--- src/rtl/stored_code_register_pkg.sv ---
// Shared passcode constants and the digit-scramble order used by both the
// code register and the comparator, so both sides permute digits identically.
`ifndef PASSCODE
`define PASSCODE 16'h9070
`endif
`ifndef STORED_MASK
`define STORED_MASK 16'h2130
`endif

package stored_code_register_pkg;

    localparam int DIGIT_W    = 4;
    localparam int NUM_DIGITS = 4;
    localparam int CODE_W     = DIGIT_W * NUM_DIGITS;

    localparam logic [CODE_W-1:0] DEFAULT_PASSCODE = `PASSCODE;
    localparam logic [CODE_W-1:0] DEFAULT_MASK     = `STORED_MASK;

    typedef logic [DIGIT_W-1:0] digit_t;

    // Two bits per output slot, MSB slot first: output slot k takes input digit
    // SCRAMBLE_ORDER[2k+1:2k], giving {D2, D1, D3, D0}.
    localparam logic [2*NUM_DIGITS-1:0] SCRAMBLE_ORDER = {2'd2, 2'd1, 2'd3, 2'd0};

    function automatic logic [CODE_W-1:0] scramble_digits(input logic [CODE_W-1:0] plain);
        logic [CODE_W-1:0] result;
        logic [1:0]        srcIdx;
        result = '0;
        for (int k = 0; k < NUM_DIGITS; k++) begin
            srcIdx = SCRAMBLE_ORDER[2*k +: 2];
            result[DIGIT_W*k +: DIGIT_W] = plain[DIGIT_W*int'(srcIdx) +: DIGIT_W];
        end
        return result;
    endfunction

endpackage

--- src/rtl/stored_code_register_code_scrambler.sv ---
// Combinational unmask-and-permute: removes the storage mask and reorders the
// digits into the comparator-side scrambled order.
module code_scrambler
    import stored_code_register_pkg::*;
#(
    parameter logic [CODE_W-1:0] MASK = DEFAULT_MASK
) (
    input  logic [CODE_W-1:0] masked_i,
    output logic [CODE_W-1:0] scrambled_o
);

    logic [CODE_W-1:0] plain;

    assign plain       = masked_i ^ MASK;
    assign scrambled_o = scramble_digits(plain);

endmodule

--- src/rtl/stored_code_register.sv ---
// Passcode storage: holds the code XOR-masked in flops and presents it
// unmasked in scrambled digit order.
module stored_code_register
    import stored_code_register_pkg::*;
#(
    parameter logic [CODE_W-1:0] PASSCODE    = DEFAULT_PASSCODE,
    parameter logic [CODE_W-1:0] STORED_MASK = DEFAULT_MASK
) (
    input  logic              clk,
    input  logic              rst_n,
    input  logic              load,
    input  logic [CODE_W-1:0] datain,
    output logic [CODE_W-1:0] dataout
);

    localparam logic [CODE_W-1:0] RESET_STORED = PASSCODE ^ STORED_MASK;

    logic [CODE_W-1:0] stored_q;
    logic [CODE_W-1:0] stored_d;

    // The plaintext code is only ever formed combinationally; flops see it masked.
    always_comb begin
        stored_d = stored_q;
        if (load) begin
            stored_d = datain ^ STORED_MASK;
        end
    end

    always_ff @(posedge clk or negedge rst_n) begin
        if (!rst_n) begin
            stored_q <= RESET_STORED;
        end else begin
            stored_q <= stored_d;
        end
    end

    code_scrambler #(
        .MASK(STORED_MASK)
    ) u_scrambler (
        .masked_i   (stored_q),
        .scrambled_o(dataout)
    );

endmodule

--- config.mk ---
export PLATFORM = sky130hd
export DESIGN_NAME = stored_code_register
export DESIGN_NICKNAME = d
export VERILOG_FILES = /design/src/rtl/stored_code_register_pkg.sv /design/src/rtl/stored_code_register_code_scrambler.sv /design/src/rtl/stored_code_register.sv
export SDC_FILE = /design/constraint.sdc
export NUM_CORES = 1
export LEC_CHECK = 0
export CORE_UTILIZATION = 30
export DETAILED_ROUTE_END_ITERATION = 10
export GPL_ROUTABILITY_DRIVEN = 0
export GPL_TIMING_DRIVEN = 1
export PLACE_DENSITY = 0.67
export SETUP_SLACK_MARGIN = 0.15
export SLEW_MARGIN = 10
export SYNTH_ARGS = -nofsm -noshare
export SYNTH_HDL_FRONTEND = slang
export SYNTH_HIERARCHICAL = 1
export SYNTH_SLANG_ARGS = --single-unit
--- constraint.sdc ---
create_clock -name clk -period 1.75 [get_ports clk]
set_clock_uncertainty 0.1 [all_clocks]
set_input_delay 0.35 -clock clk [delete_from_list [all_inputs] [get_ports clk]]
set_output_delay 0.35 -clock clk [all_outputs]
set_load 0.02 [all_outputs]
==> impl_metrics.csv, run 1 <==
group,metric,value,unit
run_status,outcome,"complete, no violations",
global_route,grt_pass1_wl,2166,microns
final_layout,largestRegisters,"stored_q (16)",
worst_setup_path,critical-path-slowest-cell,"dfrtp_1",
die,rows,17,
cts,cts-root-buf,"clkbuf_4",
sta,setup_tns,0,ps
worst_setup_path,max_stage_delay,390,ps
route,wl_per_cell,11.77,microns
synthesis,avgSynthCellArea,13.83,sq um
synthesis,ys_seq_area_share,54.44,%
pwr,power.density,851.2,nW/um^2
worst_setup_path,worstPathRequired,1300,ps
sta,setup_violations,0,
die,die-width,51.90,microns
synthesis,yosys_warnings,6,
cts,path_clk_slew,80,ps
route,drtPass1Iterations,1,
worst_setup_path,path_cells,"inv_1, dlygate4sd2_1",
final_layout,final_nets,100,
synthesis,synthesis.area,747.0,sq um
worst_hold_path,min_path_type,"input pin to async pin",
route,drt_iter0_markers,0,
pwr,sw_frac_of_total,25.39,%
sta,drv_slew,0,
cts,cts.hold.buffers_added,0,
pwr,clkPwrFrac,26.9,%
die,coreArea,2276,sq um
pwr,p_comb_share,23.5,%
synthesis,synthDistinctLibCells,11,
die,ios,35,
route,ant_nets,0,
synthesis,ys_ff_latch,16,
global_route,overflow,0,
pwr,p_sw,0.2217,mW
sta,post-route-min-period,1496,ps
run,max_cap_violations,0,
cts,cts_sinks,16,
global_route,grt_pass1_vias,472,
die,die_area,2694,sq um
worst_setup_path,critPathArrivalTime,1050,ps
worst_setup_path,worstSetupEndpointType,"output pin",
worst_setup_path,cp-start-kind,"flip-flop",
cts,clk_path_buf_depth,2,
global_route,grt_use_total,11.77,%
worst_setup_path,worst_r2r_path_depth,2,
cts,insertion_delay,280,ps
final_layout,finalInstanceArea,1026,sq um
route,via_count,450,
sta,worstMarginPinSlew,224.4,ps
die,die_h,51.90,microns
sta,finalHoldViolCount,0,
sta,rsz0062_at_grt,"false",
pwr,p_leak,0.4940,nW
route,vias_per_cell,4.167,
global_route,antenna_found_initial,0,
cts,htree_levels,1,
sta,finalCritPeriodShare,85.47,%
pwr,peakVddDrop,0.0005838,V
route,drc_errors,0,
global_route,grt_start_max_net_pins,18,
final_layout,drive_gt1_share,35.00,%
cts,tritoncts,"done",
route,wl,1271,microns
synthesis,synth_nets,73,
worst_setup_path,crit_path_max_fanout,2,
die,start_util,32.82,%
cts,numCtsBuffers,3,
placed_design,dp_hpwl,957.6,microns
final_layout,area_growth,37.35,%
final_layout,largest_register_ffs,16,
placed_design,port_buffers,34,
synthesis,synth_cells,54,
sta,slew_headroom,85.10,%
worst_setup_path,worstSetupPathType,"flip-flop to output pin",
final_layout,regMostFlops,"stored_q",
final_layout,antenna_cells,0,
placed_design,placed_cell_area,1028,sq um
pwr,seqPwrFrac,49.6,%
pwr,p_int,0.6516,mW
cts,post_cts_buffers,0,
sta,max_clock_freq,0.6686,GHz
## Yosys cell counts
cell type / number / area [sq um]
a21oi_1: 1 / 5.000
buf_12: 1 / 20.02
buf_4: 12 / 90.09
buf_6: 1 / 11.26
dfrtp_1: 11 / 275.3
dfstp_2: 5 / 131.4
inv_1: 7 / 26.28
mux2_2: 7 / 78.83
mux2_4: 5 / 75.07
mux2i_1: 3 / 30.03
nor2_1: 1 / 3.750
## final cells by class
type | count | area, sq um
clock buffers | 4 | 36.28
fillers | 225 | 1250
inverters | 7 | 26.28
multi-input cells | 17 | 192.7
flip-flops and latches | 16 | 406.6
well taps | 28 | 35.03
repair buffers | 36 | 329.1
## worst paths after layout
| check | start | end | slack, ps |
|---|---|---|---|
| max | stored_q[5]$_DFFE_PN0P_ | dataout[9] | 250 |
| min | rst_n | stored_q[3]$_DFFE_PN0P_ | 270 |
| max reg2reg | stored_q[13]$_DFFE_PN1P_ | stored_q[13]$_DFFE_PN1P_ | 870 |
| min reg2reg | stored_q[8]$_DFFE_PN1P_ | stored_q[8]$_DFFE_PN1P_ | 370 |
| max in group asynchronous | rst_n | stored_q[15]$_DFFE_PN1P_ | 1040 |
| min in group clk | stored_q[8]$_DFFE_PN1P_ | stored_q[8]$_DFFE_PN1P_ | 370 |
## cells in the final DEF, fill, tap and decap left out, drive strengths merged
cell           instances
clkdlybuf4s50         18
mux2                  12
dlygate4sd2           11
dfrtp                 11
clkbuf                 8
inv                    7
dfstp                  5
mux2i                  3
buf                    3
nor2                   1
a21oi                  1
## metrics by stage
stage	power, mW	utilization [%]	hold WS (ps)	setup slack [ps]	std cells
6_report	0.8733	45.08	271.7	254.2	108
5_1_grt	0.9281	45.08	278.3	190.2	108
4_1_cts	0.8973	46.18	261.5	133.4	108
3_5_place_dp	0.6795	45.19	362.3	114.1	104
3_3_place_gp	0.6742	45.19	353.9	161.0	104
2_1_floorplan	0.5879	-	-45.59	640.2	54
## critical path: cells and delay by family (launching register included)
| kind | cells | cell delay, ps |
|---|---|---|
| buffers and inverters | 2 | 370 |
| DFF | 1 | 390 |
## power by group through the flow
stage	Combinational, mW	Clock, mW	Sequential (mW)
finish	0.206	0.235	0.433
global route	0.220	0.269	0.439
CTS	0.216	0.248	0.434
detailed placement	0.238	0	0.441
global placement	0.235	0	0.439
floorplan	0.152	0	0.435
## what timing repair did
action	4_1_cts	5_1_grt
endpoints found under the hold margin	0	0
endpoints found under the setup margin	16	5
gates resized for setup	21	6
## kinds of logic (layout without fill, tap and decap cells)
group / Yosys count / after routing / share of synthesized area, %
AOI/OAI and AO/OA: 1 / 1 / 0.6694
and+or+nand+nor: 1 / 1 / 0.5020
muxes: 15 / 15 / 24.62
DFF: 16 / 16 / 54.44
buffers and inverters: 21 / 47 / 19.77
## per-layer routing
| metal | global-route usage [%] | share of wire (%) | vias up |
|---|---|---|---|
| li1 | - | - | 214 |
| met1 | 11.30 | 36 | 213 |
| met2 | 21.15 | 55 | 19 |
| met3 | 4.386 | 6.5 | 4 |
| met4 | 6.757 | 2.6 | 0 |
| met5 | 0 | 0 | - |
No activity file was read; power rests on OpenSTA's default activity.
==> run 2, diff against run 1 <==
clock period = 1.6 ns   (was 1.75 ns; I/O delays follow)
==> run 2 against run 1 <==
Non-clock buffer count did not move. Clock-buffer cell count is the same. Via count shrank 0.44%. Critical endpoint is now dataout[11]. Largest cell class unchanged. Largest power group unchanged. Highest routed layer unchanged.
==> impl_metrics.csv, run 2 (same netlist as run 1, synthesis figures left out) <==
group,metric,value,unit
run_status,outcome,"complete, no violations",
sta,setup_tns,0,ps
global_route,antenna_found_initial,0,
global_route,grt_pass1_wl,2001,microns
global_route,overflow,0,
worst_setup_path,worstPathRequired,1180,ps
global_route,grt_start_max_net_pins,18,
die,coreArea,2276,sq um
worst_setup_path,worst_r2r_path_depth,2,
placed_design,dp_hpwl,921.7,microns
route,drc_errors,0,
final_layout,final_cell_mix,"clkdlybuf4s50_1 (18), dfrtp_1 (11), mux2_2 (7), dlygate4sd2_1 (7), inv_1 (6)",
die,ios,35,
final_layout,area_growth,38.36,%
final_layout,n_fill_cell,210,
cts,cts-root-buf,"clkbuf_4",
sta,slew_headroom,85.22,%
worst_setup_path,crit_start,"stored_q[7]$_DFFE_PN0P_",
worst_setup_path,max_stage_delay,380,ps
final_layout,regArea,406.6,sq um
worst_setup_path,path_cells,"dlygate4sd2_1",
cts,insertion_delay,270,ps
pwr,power,0.9569,mW
route,via_count,448,
final_layout,largestRegisters,"stored_q (16)",
run,max_cap_violations,0,
cts,cts.hold.buffers_added,0,
die,die_area,2694,sq um
placed_design,dp_slack,17.60,ps
cts,cts_sinks,16,
worst_setup_path,cp-start-kind,"flip-flop",
sta,whs,245.7,ps
sta,worstMarginPinSlew,222.6,ps
pwr,p_leak,0.4923,nW
worst_setup_path,endpoint,"dataout[11]",
cts,htree_levels,1,
worst_setup_path,worstSetupEndpointType,"output pin",
cts,tritoncts,"done",
worst_setup_path,path_delay_family,"flip-flops",
sta,drv_slew,0,
final_layout,final_nets,100,
cts,clk_path_buf_depth,2,
sta,post-route-min-period,1403,ps
die,rows,17,
final_layout,multiInputGateArea,192.7,sq um
placed_design,port_buffers,34,
die,start_util,32.82,%
worst_setup_path,worstSetupPathType,"flip-flop to output pin",
sta,rsz0062_at_grt,"false",
die,die_h,51.90,microns
worst_setup_path,path_buf_inv,1,
global_route,grt_pass1_vias,431,
sta,setup_violations,0,
cts,numCtsBuffers,3,
worst_setup_path,rr_endpoint,"stored_q[13]$_DFFE_PN1P_",
final_layout,finalInstanceArea,1033,sq um
pwr,power.density,925.9,nW/um^2
worst_setup_path,r2r-start,"stored_q[13]$_DFFE_PN1P_",
route,wl_per_cell,11.42,microns
sta,max_clock_freq,0.7127,GHz
route,wl,1233,microns
route,drt_iter0_markers,2,
cts,post_cts_buffers,0,
sta,fin_ws,196.8,ps
route,ant_nets,0,
die,die-width,51.90,microns
pwr,peakVddDrop,0.0007304,V
final_layout,antenna_cells,0,
sta,finalCritPeriodShare,87.70,%
worst_setup_path,critPathArrivalTime,980,ps
route,vias_per_cell,4.148,
cts,path_clk_slew,90,ps
worst_hold_path,min_path_type,"input pin to async pin",
final_layout,final_common_cell,"clkdlybuf4s50_1",
worst_setup_path,r2r_setup_slack,710,ps
worst_setup_path,critical-path-slowest-cell,"dfrtp_1",
final_layout,largest_register_ffs,16,
route,drtPass1Iterations,2,
worst_setup_path,cp.depth,1,
global_route,grt_use_total,10.38,%
worst_setup_path,crit_path_max_fanout,2,
sta,finalHoldViolCount,0,
placed_design,placed_cell_area,1028,sq um
final_layout,regMostFlops,"stored_q",
final_layout,drive_gt1_share,38.75,%
==> run 2: metal layers <==
layer	GRT usage [%]	vias up	share of wire, %
met5	0	-	0
met3	3.509	2	5.5
li1	-	213	-
met1	10.83	217	41
met4	4.054	0	1.5
met2	18.80	16	52
==> run 2: metrics by stage <==
step / utilization [%] / std cells
2_1_floorplan: - / 54
3_3_place_gp: 45.19 / 104
3_5_place_dp: 45.19 / 104
4_1_cts: 45.41 / 108
5_1_grt: 45.41 / 108
6_report: 45.41 / 108
==> run 2: timing repair <==
action,4_1_cts,5_1_grt
hold endpoints to repair,0,0
pin swaps,0,0
resized for setup,31,11
endpoints found under the setup margin,16,7
==> run 2: worst min-delay path by stage <==
stage / end / slack, ps
after floorplan: stored_q[0]$_DFFE_PN0P_ / -80
after CTS: stored_q[14]$_DFFE_PN0P_ / 240
after global placement: stored_q[13]$_DFFE_PN1P_ / 350
after detailed placement: stored_q[8]$_DFFE_PN1P_ / 370
after global routing: stored_q[7]$_DFFE_PN0P_ / 260
final: stored_q[14]$_DFFE_PN0P_ / 250
==> run 2: final cells by class <==
type	instances	area share, %
inverters	7	2.542
well taps	28	3.390
repair buffers	36	32.57
clock buffers	4	3.511
flip-flops and latches	16	39.35
multi-input cells	17	18.64
==> run 2: where the power goes <==
| group | internal [mW] | switching [mW] | total [mW] |
|---|---|---|---|
| clock network | 0.138 | 0.114 | 0.252 |
| logic | 0.126 | 0.105 | 0.231 |
| registers | 0.454 | 0.0199 | 0.474 |
| total | 0.718 | 0.238 | 0.957 |
==> run 3, diff against run 2 <==
REMOVE_ABC_BUFFERS = 1   (was unset)
clock period = 1.74 ns   (was 1.6 ns; I/O delays follow)
==> run 3 against run 2 <==
Die area is the same. Global-route usage rose by 0.75 points. Sequential cell count did not move. Core utilization decreased by 0.55 points. Via count rose by 0.22%. Non-clock buffer count rose by 1. First-iteration DRC count grew to 2.5 times the previous value. Sequential share of layout area grew 0.48 points. Worst hold slack better by 31 ps. Critical path depth rose by 1. Clock power is 4% lower. Critical endpoint is now dataout[8].
==> impl_metrics.csv, run 3 (same netlist as run 1, synthesis figures left out) <==
group,metric,value,unit
run_status,outcome,"complete, no violations",
placed_design,port_buffers,34,
final_layout,finalInstanceArea,1021,sq um
sta,drv_slew,0,
die,die-width,51.90,microns
cts,htree_levels,1,
sta,rsz0062_at_grt,"false",
pwr,p_leak,0.4942,nW
sta,slew_headroom,85.61,%
die,start_util,32.82,%
cts,cts-root-buf,"clkbuf_4",
sta,max_clock_freq,0.6662,GHz
worst_setup_path,critical-path-slowest-cell,"dfrtp_1",
placed_design,placed_cell_area,1023,sq um
final_layout,area_growth,36.68,%
final_layout,drive_gt1_share,35.80,%
pwr,power.density,864.5,nW/um^2
final_layout,final_nets,101,
cts,path_clk_slew,90,ps
sta,finalHoldViolCount,0,
final_layout,final_cell_mix,"clkdlybuf4s50_1 (18), dlygate4sd2_1 (11), dfrtp_1 (11)",
route,wl,1274,microns
pwr,peakVddDrop,0.0003468,V
worst_setup_path,worstSetupEndpointType,"output pin",
final_layout,final_common_cell,"clkdlybuf4s50_1",
route,wl_met3,121,microns
route,vias_per_cell,4.119,
route,wl_met1,516,microns
route,drc_errors,0,
cts,clk_path_buf_depth,2,
global_route,grt_pass1_wl,2132,microns
sta,worstMarginPinSlew,216.8,ps
final_layout,largest_register_ffs,16,
final_layout,regMostFlops,"stored_q",
cts,tritoncts,"done",
run,max_cap_violations,0,
global_route,grt_pass1_vias,512,
worst_setup_path,cp-start-kind,"flip-flop",
route,highest_layer,"met4",
global_route,overflow,0,
route,drtPass1Iterations,3,
final_layout,final_core_util,44.86,%
cts,insertion_delay,280,ps
placed_design,dp_hpwl,965,microns
die,rows,17,
cts,post_cts_buffers,0,
cts,cts.hold.buffers_added,0,
die,die_area,2694,sq um
route,wl_per_cell,11.69,microns
global_route,antenna_found_initial,0,
worst_setup_path,worstSetupPathType,"flip-flop to output pin",
global_route,grt_start_max_net_pins,17,
sta,finalCritPeriodShare,86.26,%
cts,numCtsBuffers,3,
route,wl_met2,621,microns
final_layout,antenna_cells,0,
route,drt_iter0_markers,5,
route,ant_nets,0,
sta,post-route-min-period,1501,ps
worst_setup_path,path_cells,"inv_1, dlygate4sd2_1",
worst_setup_path,max_stage_delay,400,ps
final_layout,largestRegisters,"stored_q (16)",
route,via_count,449,
worst_setup_path,crit_path_max_fanout,2,
worst_setup_path,worstPathRequired,1290,ps
cts,cts_sinks,16,
sta,setup_tns,0,ps
global_route,grt_use_total,11.13,%
die,ios,35,
sta,setup_violations,0,
worst_setup_path,critPathArrivalTime,1050,ps
worst_hold_path,min_path_type,"input pin to async pin",
die,coreArea,2276,sq um
die,die_h,51.90,microns
pwr,power,0.8826,mW
-- run 3: cell types whose count changed in the layout (fill, tap and decap cells not counted), sizes merged --
| cell | previous run | this run |
|---|---|---|
| buf | 7 | 4 |
| dlygate4sd2 | 7 | 11 |
| clkdlybuf4s15 | 2 | 0 |
| clkbuf | 6 | 8 |
-- run 3: layout make-up --
cell class / instances / area, sq um
Fill cell: 222 / 1255
Inverter: 7 / 26.28
Multi-Input combinational cell: 17 / 192.7
Clock buffer: 4 / 36.28
Tap cell: 28 / 35.03
Sequential cell: 16 / 406.6
Timing Repair Buffer: 37 / 324.1
-- run 3: critical path: cells and delay by family, from the launching register on --
family,cells,cell delay [ps]
buffers and inverters,2,370
flip-flops,1,400
-- run 3: routing by layer --
layer	track usage, %	vias to the layer above
met5	0	-
met4	5.405	0
met3	3.801	2
met2	20.09	22
met1	11.23	213
li1	-	212
-- run 3: worst paths after layout --
check                                          from  depth (start not counted)                        to  slack, ps
setup / recovery            stored_q[4]$_DFFE_PN0P_                          2                dataout[8]        240
hold / removal                                rst_n                          2  stored_q[10]$_DFFE_PN0P_        280
setup reg to reg           stored_q[13]$_DFFE_PN1P_                          2  stored_q[13]$_DFFE_PN1P_        860
hold reg to reg             stored_q[8]$_DFFE_PN1P_                          2   stored_q[8]$_DFFE_PN1P_        370
min in group clk            stored_q[8]$_DFFE_PN1P_                          2   stored_q[8]$_DFFE_PN1P_        370
max in group asynchronous                     rst_n                          2  stored_q[15]$_DFFE_PN1P_       1010
-- run 3: through the flow --
step,instances,hold WS [ps],setup slack [ps]
2_1_floorplan,40,-47.59,699.1
3_3_place_gp,105,354.7,172.4
3_5_place_dp,105,355.1,139.3
4_1_cts,109,283.1,124.8
5_1_grt,109,270.9,190.8
6_report,109,276.3,239.0
-- run 3: repair_timing --
action,4_1_cts,5_1_grt
setup endpoints to repair,16,5
hold endpoints to repair,0,0
resized for setup,21,6
-- run 3: report_power, final --
group / internal [mW] / total [mW] / leakage, nW / switching (mW)
Clock: 0.127 / 0.243 / 0.0210 / 0.115
Sequential: 0.417 / 0.436 / 0.181 / 0.0183
Combinational: 0.109 / 0.204 / 0.293 / 0.0952
